### src/rtl/spi_reg_slave.sv
// SPI mode-0 slave with an auto-incrementing 8-bit register file, oversampled in clk.
// Actions land one clk after the synchronised sclk edge; no backpressure (the SPI master paces everything).
module spi_reg_slave #(
   parameter int          NUM_REGS  = 8,
   parameter int          AW        = 3,
   parameter logic [7:0]  RESET_VAL = 8'h00
) (
   input  logic                  clk,
   input  logic                  rst,
   input  logic                  sclk,
   input  logic                  mosi,
   input  logic                  cs,
   output logic                  miso,
   output logic [8*NUM_REGS-1:0] regs_out,
   output logic                  wr_pulse,
   output logic [AW-1:0]         wr_addr,
   output logic                  busy
);

   typedef enum logic [1:0] {IDLE, CMD, WDATA, RDATA} state_t;

   state_t                state;
   logic [2:0]            sclk_sy;
   logic [1:0]            mosi_sy;
   logic [2:0]            cs_sy;
   logic [8*NUM_REGS-1:0] regs_q;
   logic [2:0]            bit_cnt;
   logic [6:0]            rx_sh;
   logic [6:0]            tx_sh;
   logic [AW-1:0]         ptr;
   logic                  need_load;

   logic       sclk_rise, sclk_fall, cs_hi, cs_fall;
   logic [7:0] rx_byte, rd_byte;

   // Synchroniser flops are deliberately not reset so cs history survives rst:
   // a frame already in progress at reset must not look like a fresh cs fall.
   always_ff @(posedge clk) begin
      sclk_sy <= {sclk_sy[1:0], sclk};
      mosi_sy <= {mosi_sy[0], mosi};
      cs_sy   <= {cs_sy[1:0], cs};
   end

   assign sclk_rise = sclk_sy[1] & ~sclk_sy[2];
   assign sclk_fall = ~sclk_sy[1] & sclk_sy[2];
   assign cs_hi     = cs_sy[1];
   assign cs_fall   = ~cs_sy[1] & cs_sy[2];
   assign rx_byte   = {rx_sh, mosi_sy[1]};
   assign rd_byte   = regs_q[{ptr, 3'b000} +: 8];
   assign regs_out  = regs_q;

   always_ff @(posedge clk) begin
      if (!rst) begin
         state     <= IDLE;
         regs_q    <= {NUM_REGS{RESET_VAL}};
         miso      <= 1'b0;
         wr_pulse  <= 1'b0;
         wr_addr   <= '0;
         busy      <= 1'b0;
         bit_cnt   <= 3'd0;
         rx_sh     <= 7'd0;
         tx_sh     <= 7'd0;
         ptr       <= '0;
         need_load <= 1'b0;
      end else begin
         wr_pulse <= 1'b0;
         if (state == IDLE) begin
            miso    <= 1'b0;
            busy    <= 1'b0;
            bit_cnt <= 3'd0;
            if (cs_fall) begin
               state <= CMD;
               busy  <= 1'b1;
            end
         end else if (cs_hi) begin
            // cs wins over any coincident sclk edge; a partial byte is dropped
            state   <= IDLE;
            busy    <= 1'b0;
            miso    <= 1'b0;
            bit_cnt <= 3'd0;
         end else begin
            if (sclk_rise) begin
               rx_sh   <= rx_byte[6:0];
               bit_cnt <= bit_cnt + 3'd1;
               if (bit_cnt == 3'd7) begin
                  case (state)
                     CMD: begin
                        ptr       <= rx_byte[AW-1:0];
                        state     <= rx_byte[7] ? RDATA : WDATA;
                        need_load <= rx_byte[7];
                     end
                     WDATA: begin
                        regs_q[{ptr, 3'b000} +: 8] <= rx_byte;
                        wr_pulse <= 1'b1;
                        wr_addr  <= ptr;
                        ptr      <= ptr + 1'b1;
                     end
                     default: begin
                        ptr       <= ptr + 1'b1;
                        need_load <= 1'b1;
                     end
                  endcase
               end
            end
            if (sclk_fall && state == RDATA) begin
               if (need_load) begin
                  tx_sh     <= rd_byte[6:0];
                  miso      <= rd_byte[7];
                  need_load <= 1'b0;
               end else begin
                  tx_sh <= {tx_sh[5:0], 1'b0};
                  miso  <= tx_sh[6];
               end
            end
         end
      end
   end

endmodule

### config.mk
export PLATFORM = sky130hd
export DESIGN_NAME = spi_reg_slave
export DESIGN_NICKNAME = d
export VERILOG_FILES = /design/src/rtl/spi_reg_slave.sv
export SDC_FILE = /design/constraint.sdc
export NUM_CORES = 1
export LEC_CHECK = 0
export CAP_MARGIN = 10
export CORE_MARGIN = 5
export CORE_UTILIZATION = 57
export CTS_CLUSTER_SIZE = 8
export DETAILED_ROUTE_END_ITERATION = 7
export PLACE_DENSITY = 0.86
export SLEW_MARGIN = 10
export SYNTH_ARGS = -nofsm -noshare
export SYNTH_HDL_FRONTEND = slang
export SYNTH_SLANG_ARGS = --single-unit
### constraint.sdc
create_clock -name clk -period 5.3 [get_ports clk]
set_input_delay 0.53 -clock clk [delete_from_list [all_inputs] [get_ports clk]]
set_output_delay 0.53 -clock clk [all_outputs]
set_load 0.03 [all_outputs]
Word level (Yosys, flattened, before mapping)
Index checks and enable logic that the tools add are counted.
{ "totals": {"ff_bits": 101, "input_bits": 5, "out_inout_bits": 70, "wordCells": 69} }
{ "classes": {"addsub": 3, "n_eq_ne": 5, "shift": 3, "n_mux": 20, "bitwise": 10, "reduce_logical": 14} }
{ "ops": {"columns": ["op", "n"], "rows": [
  ["64-bit bitwise mux", 1],
  ["8-bit by 8-bit variable shift with 64-bit output, first input constant", 1],
  ["64-bit by 7-bit variable part select with 8-bit output", 1],
  ["8-bit by 8-bit variable part select with 64-bit output", 1],
  ["2-bit 2-to-1 mux", 6],
  ["1-bit 2-to-1 mux", 10],
  ["3-bit nonzero test", 3],
  ["6-bit negation with 8-bit output", 1],
  ["4-bit AND reduction", 2],
  ["7-bit 2-to-1 mux", 1],
  ["1-bit inverter", 7],
  ["3-bit by 1-bit adder with 3-bit output, second input constant", 2],
  ["3-bit AND reduction", 2],
  ["5-bit AND reduction", 1],
  ["5-bit OR reduction", 1],
  ["2-bit == test, second input constant", 2],
  ["1-bit AND", 3],
  ["3-bit == test, second input constant", 1],
  ["3-bit 2-to-1 mux", 1],
  ["3-bit OR reduction", 1],
  ["2-bit by 1-bit == test with 1-bit output, second input constant", 1],
  ["2-bit zero test", 1],
  ["2-bit inequality test, second input constant", 1],
  ["1-bit case mux with 2 select lines", 1],
  ["other kinds (3)", 3]
]} }

Logic depth before layout (Yosys ltp)
Gate-level depths: netlist (run 1).
{ "logic_depth": {"depth_word": 6, "ltp_mapped": 11, "mapped_depth_nobuf": 7} }

Worst setup path after synthesis (run 1)
Ideal clock, no wire load.
{ "synth_path": {"path_type": "register to register", "from": "register ptr[1]", "to": "register regs_q[30] (netlist: regs_out[30])", "setup_time_ps": 117, "arrival_ps": 2963, "path_slack_ps": 2220, "stages_incl_launch_ff": 12, "path_cell_list": "dfxtp_1 -> buf_1 -> buf_1 -> inv_1 -> ha_1 -> ha_1 -> or3b_2 -> or4_1 -> buf_2 -> buf_6 -> nand3_1 -> o21ai_1"} }
{ "synth_between": {"elab_chain_len": 3, "elab_cells_between_ends": 4, "classes_between": "add/sub (1); shift (2); mux (1)"} }
{ "synth_lines": {"columns": ["element", "line", "source"], "rows": [
  ["from (decl)", "30", "logic [AW-1:0] ptr;"],
  ["from (signal assigned)", "88", "ptr <= rx_byte[AW-1:0];"],
  ["from (signal assigned)", "96", "ptr <= ptr + 1'b1;"],
  ["from (signal assigned)", "99", "ptr <= ptr + 1'b1;"],
  ["6-bit negation with 8-bit output (*)", "93", "regs_q[{ptr, 3'b000} +: 8] <= rx_byte;"],
  ["8-bit by 8-bit variable part select with 64-bit output or 8-bit by 8-bit variable shift with 64-bit output (tied branches)", "93", null],
  ["64-bit bitwise mux (*)", "93", null],
  ["to (signal assigned)", "55", "regs_q <= {NUM_REGS{RESET_VAL}};"],
  ["to (signal, indexed assignment)", "93", null],
  ["to (decl)", "26", "logic [8*NUM_REGS-1:0] regs_q;"]
]} }
Mark *: on every way between the ends. The rest lies on a longest branch, timed or not.
A chain may end at the register's enable or synchronous reset.

Worst setup path after layout (run 1)
Same ends and word-level chain as after synthesis.

==> results of run 1 <==
layer usage:
layer  global-route usage  routed length (um)  part of all wire  vias to the layer above
met1                0.332                5010              0.41                     1877
li1                     -                   -                 -                     1782
met5                    0                   0                 0                        -
met2                0.391                5640              0.47                      222
met3               0.0761                1180             0.098                       31
met4               0.0958                 250             0.021                        0
flip-flops by register name (all words and copies together) (netlist names):
name	flops
regs_out	64
rx_sh	7
tx_sh	7
bit_cnt	3
cs_sy	3
ptr	3
sclk_sy	3
wr_addr	3
mosi_sy	2
state	2
busy	1
miso	1
need_load	1
wr_pulse	1
cell families after synthesis:
group	synth area share
simple gates	0.191
flops	0.461
compound gates	0.122
buf+inv	0.0488
mux	0.146
fa+ha+maj	0.0285
xor+xnor	0.00200
layout by cell type (no fill, tap or decap), drive strengths merged, types with 3 or more instances in the layout:
master and count:
dfxtp 101, clkinv 3, o221ai 6, nor3 3
mux2i 28, nand3b 3, clkbuf 9, buf 6
o21ai 44, mux4 16, ha 10, nand4 15
nand3 55, a211oi 3, a21oi 32, inv 11
clkdlybuf4s50 73, nand2 47, nor2 30
per-stage QoR:
step / std cells / worst slack (ps) / cell area (um^2) / util
after floorplan: 467 / 2220 / 4390 / -
after global placement: 608 / 1790 / 5110 / 0.671
after detailed placement: 608 / 1670 / 5110 / 0.671
after CTS: 624 / 1660 / 5340 / 0.701
after global routing: 624 / 1440 / 5340 / 0.701
final: 624 / 1580 / 5340 / 0.701
layout make-up:
cell class	count	area, um^2
fillers	574	2270
multi-input cells	317	2150
flip-flops and latches	101	2020
repair buffers	79	773
well taps	102	128
clock buffers	9	124
clock inverters	7	106
inverters	9	33.8
worst max-delay path by stage:
stage                     slack (ps)           end  startpoint  cells after the start
final                           1580  regs_out[30]      ptr[1]                      7
after floorplan                 2220  regs_out[30]      ptr[1]                     11
after detailed placement        1670  regs_out[24]      ptr[1]                      7
after global placement          1790  regs_out[28]      ptr[1]                      7
after CTS                       1660  regs_out[30]      ptr[1]                      7
after global routing            1440  regs_out[41]      ptr[1]                      7
power by group:
part	internal, uW	switching [uW]
logic	8.41	22.6
clock network	273	281
registers	763	4.95
==> flow_summary.toml, run 1 <==
[job]
maxCapViolCount = 0

[yosys]
syn_nets = 482
synthFlopType = "dfxtp_1"
async_reset_ff_frac = 0
synth.top_cells.by_count = "dfxtp_1 (101), nand3_1 (55), nand2_1 (47)"
synth_cell_types = 42
synth_cells = 467
syn_area_um2 = 4390
yosysSeqAreaShare = 0.461
synth_edf_count = 0
ys_warn_count = 0
yosysMostFrequentCell = "dfxtp_1"
synth_area_leaders = "dfxtp_1 (46%), mux4_2 (8.2%), mux2i_1 (6.4%), nand3_1 (6.3%), nand2_1 (4.0%)"
synth-seq-cells = 101
synth_top_area_cell = "dfxtp_1"
avgSynthCellArea_um2 = 9.39
synth_top_area_frac = 0.461

[grt]
grt_pass1_vias = 3853
grt_overflow = 0
grt_pass1_wl_mm = 19.5
grt_max_degree = 64
antenna_found_initial = 0
track_usage = 0.252

[timing]
skew_ps = 10.8
rsz0062_at_grt = "no"
setup_tns_ps = 0
worstMarginPinSlew_ps = 1100
fmax_ghz = 0.269
whs_ps = 333
period_share = 0.702
layout_min_cycle_time_ps = 3720
slew_headroom = 0.268
finalHoldViolCount = 0
setup_viol = 0
drv_slew = 0

[pwr]
leakage_uw = 0.00184
peakVddDrop_mv = 0.158
power_uw = 1350
p_per_area_nw_per_um2 = 254

[clock_tree]
clockBufferDepth = 2
cts-root-buf = "clkbuf_8"
postCtsSetupRepairBufs = 0
clkLatencyLatePin_ps = 370
cts_resized = 0
htreeDepth = 3
cts.reportedPaths.clkPinSlew_ps = 100
cts_num_sinks = 101
cts_tree = "done"
numCtsBuffers = 9
hold_buffers = 0

[route]
vias_per_cell = 6.27
wirelength_mm = 12.1
drtAntennaViolNets = 0
vias = 3912
drc = 0
first_iter_violations = 460
dr.pass1.iters = 5
post_drt_wl_per_cell_um = 19.4

[floorplanning]
num_io_pins = 75
die_area_um2 = 9550
core_area_um2 = 7610
initial_utilization = 0.576
fp.dieW_um = 97.7
die_h_um = 97.7
fp-row-count = 32

[min_path]
hold_class = "flop to flop"
hold_start = "cs_sy[0]"
whs_endpoint = "cs_sy[1]"
holdPathStages = 0

[worst_setup_path]
cp_num_buf_inv = 1
path_cells = "inv_1, ha_1, ha_1, or3b_2, or4_1, nand3_1, o21ai_1"
crit-reg2reg-launch = "ptr[1]"
end_kind = "flop"
timing.critical_path.required_ps = 5550
cp_common_cell = "ha_1"
crit_slowest_cell = "dfxtp_1"
path_class = "flop to flop"
critical-path-top-delay-family = "simple AND/OR/NAND/NOR gates"
critPathMaxStageDelay_ps = 1060
r2r-end = "regs_out[30]"
startpoint_type = "flop"
regToRegSetupSlack_ps = 1580
rr_worst_depth = 7
critPathMaxFanout = 23
worstPathArrival_ps = 3970

[layout]
antenna_cells = 0
area_delta_synth_final_pct = 21.7
nets = 532
drive_gt1_frac = 0.0862

[place]
port_buffers = 74
place_congestion = 0.868
place_hpwl_mm = 8.22

[run_status]
outcome = "finished, final reports clean"
(Power assumes the default switching activity.)
==> run 2, diff against run 1 <==
- CORE_UTILIZATION: 57 -> 48
- PLACE_DENSITY: 0.86 -> 0.77
- clock period: 5.3 -> 3.1 ns (I/O delays scaled with it)
==> flow_summary.toml, run 2 (synthesis gave the netlist of run 1 again) <==
[clock_tree]
cts_num_sinks = 101
cts_resized = 0
cts_tree = "done"
htreeDepth = 3
clockBufferDepth = 2
hold_buffers = 0
cts-root-buf = "clkbuf_8"
cts.reportedPaths.clkPinSlew_ps = 100
clkLatencyLatePin_ps = 380
postCtsSetupRepairBufs = 0
numCtsBuffers = 9

[worst_setup_path]
worstPathArrival_ps = 3030
crit_slowest_cell = "or4_1"
path_class = "flop to flop"
end_kind = "flop"
crit_start = "ptr[2]"
path_cells = "inv_2, ha_1, or3b_2, or4_1, nand3_1, o21ai_1"
timing.critical_path.required_ps = 3340
crit-reg2reg-launch = "ptr[2]"
critPathMaxStageDelay_ps = 710
startpoint_type = "flop"
critPathMaxFanout = 16

[floorplanning]
fp.dieW_um = 106
core_area_um2 = 8810
fp-row-count = 34
initial_utilization = 0.498
die_area_um2 = 11100
num_io_pins = 75
die_h_um = 106

[grt]
antenna_found_initial = 0
grt_max_degree = 63
grt_pass1_vias = 3786
grt_pass1_wl_mm = 19.8
track_usage = 0.218
grt_overflow = 0

[timing]
drv_slew = 0
layout_min_cycle_time_ps = 2790
fmax_ghz = 0.358
skew_ps = 16.9
setup_tns_ps = 0
worstMarginPinSlew_ps = 687
slew_headroom = 0.541
timing.final.ws_setup_ps = 307
finalHoldViolCount = 0
period_share = 0.901
rsz0062_at_grt = "no"
setup_viol = 0

[job]
maxCapViolCount = 0

[place]
place_hpwl_mm = 8.31
port_buffers = 74
dp_worst_setup_slack_ps = 349
place_congestion = 0.823
postPlaceCellArea_um2 = 5160

[route]
post_drt_wl_per_cell_um = 18.9
first_iter_violations = 379
dr.pass1.iters = 5
vias = 3835
vias_per_cell = 6.03
wirelength_mm = 12.0
drtAntennaViolNets = 0
drc = 0

[min_path]
hold_class = "flop to flop"
hold_start = "mosi_sy[0]"

[layout]
drive_gt1_frac = 0.0966
antenna_cells = 0
layout_commonest_cell = "dfxtp_1"
largest_reg_flops = 64
area_delta_synth_final_pct = 22.3
nets = 538
num-fill-cells = 725
layout_common_cells = "dfxtp_1 (101), clkdlybuf4s50_1 (73), nand3_1 (55), nand2_1 (47), o21ai_0 (34)"
final_cell_area_um2 = 5360

[pwr]
p_per_area_nw_per_um2 = 416
leakage_uw = 0.00185
peakVddDrop_mv = 0.258

[run_status]
outcome = "finished, final reports clean"
-- run 2: cell count changes in the layout (fill, tap and decap cells not counted), sizes merged --
cell / change
buf: +6
bufinv: -1
clkinv: -3
clkinvlp: +3
inv: +1
-- run 2: power by group --
part	internal (uW)	switching (uW)
Combinational	14.3	37.7
Clock	384	485
Sequential	1300	8.74
-- run 2: cell type report --
type	instances	area (um^2)	area share
tap	108	135	0.0252
clock inverter	7	81.3	0.0152
clock buffer	9	124	0.0231
sequential	101	2020	0.377
timing repair buffer	85	818	0.153
multi-input combinational	317	2150	0.401
inverter	9	33.8	0.00630
-- run 2: stage by stage --
stage / total power (uW) / cells / hold WS, ps / util
floorplan: 1380 / 467 / 310 / -
global placement: 1390 / 620 / 311 / 0.586
detailed placement: 1390 / 620 / 312 / 0.586
CTS: 2240 / 636 / 336 / 0.609
global route: 2300 / 636 / 346 / 0.609
finish: 2230 / 636 / 335 / 0.609
-- run 2: final timing paths --
check	slack (ps)	to	cells after the start
max reg2reg	310	regs_out[25]	6
min reg2reg	340	mosi_sy[1]	0
max	310	regs_out[25]	6
min	340	mosi_sy[1]	0
-- run 2: metal layers --
layer / vias up / track usage / part of all wire
met3: 17 / 0.0513 / 0.083
met1: 1853 / 0.296 / 0.44
met4: 0 / 0.0629 / 0.014
met5: - / 0 / 0
li1: 1790 / - / -
met2: 175 / 0.348 / 0.46
-- run 2: critical path, delay by kind of cell (launching register included) --
kind | cells | cell delay (ps)
flip-flops | 1 | 500
adder cells (fa/ha/maj) | 1 | 480
buffers and inverters | 1 | 210
AND/OR/NAND/NOR | 3 | 1410
AO/OA/AOI/OAI | 1 | 80
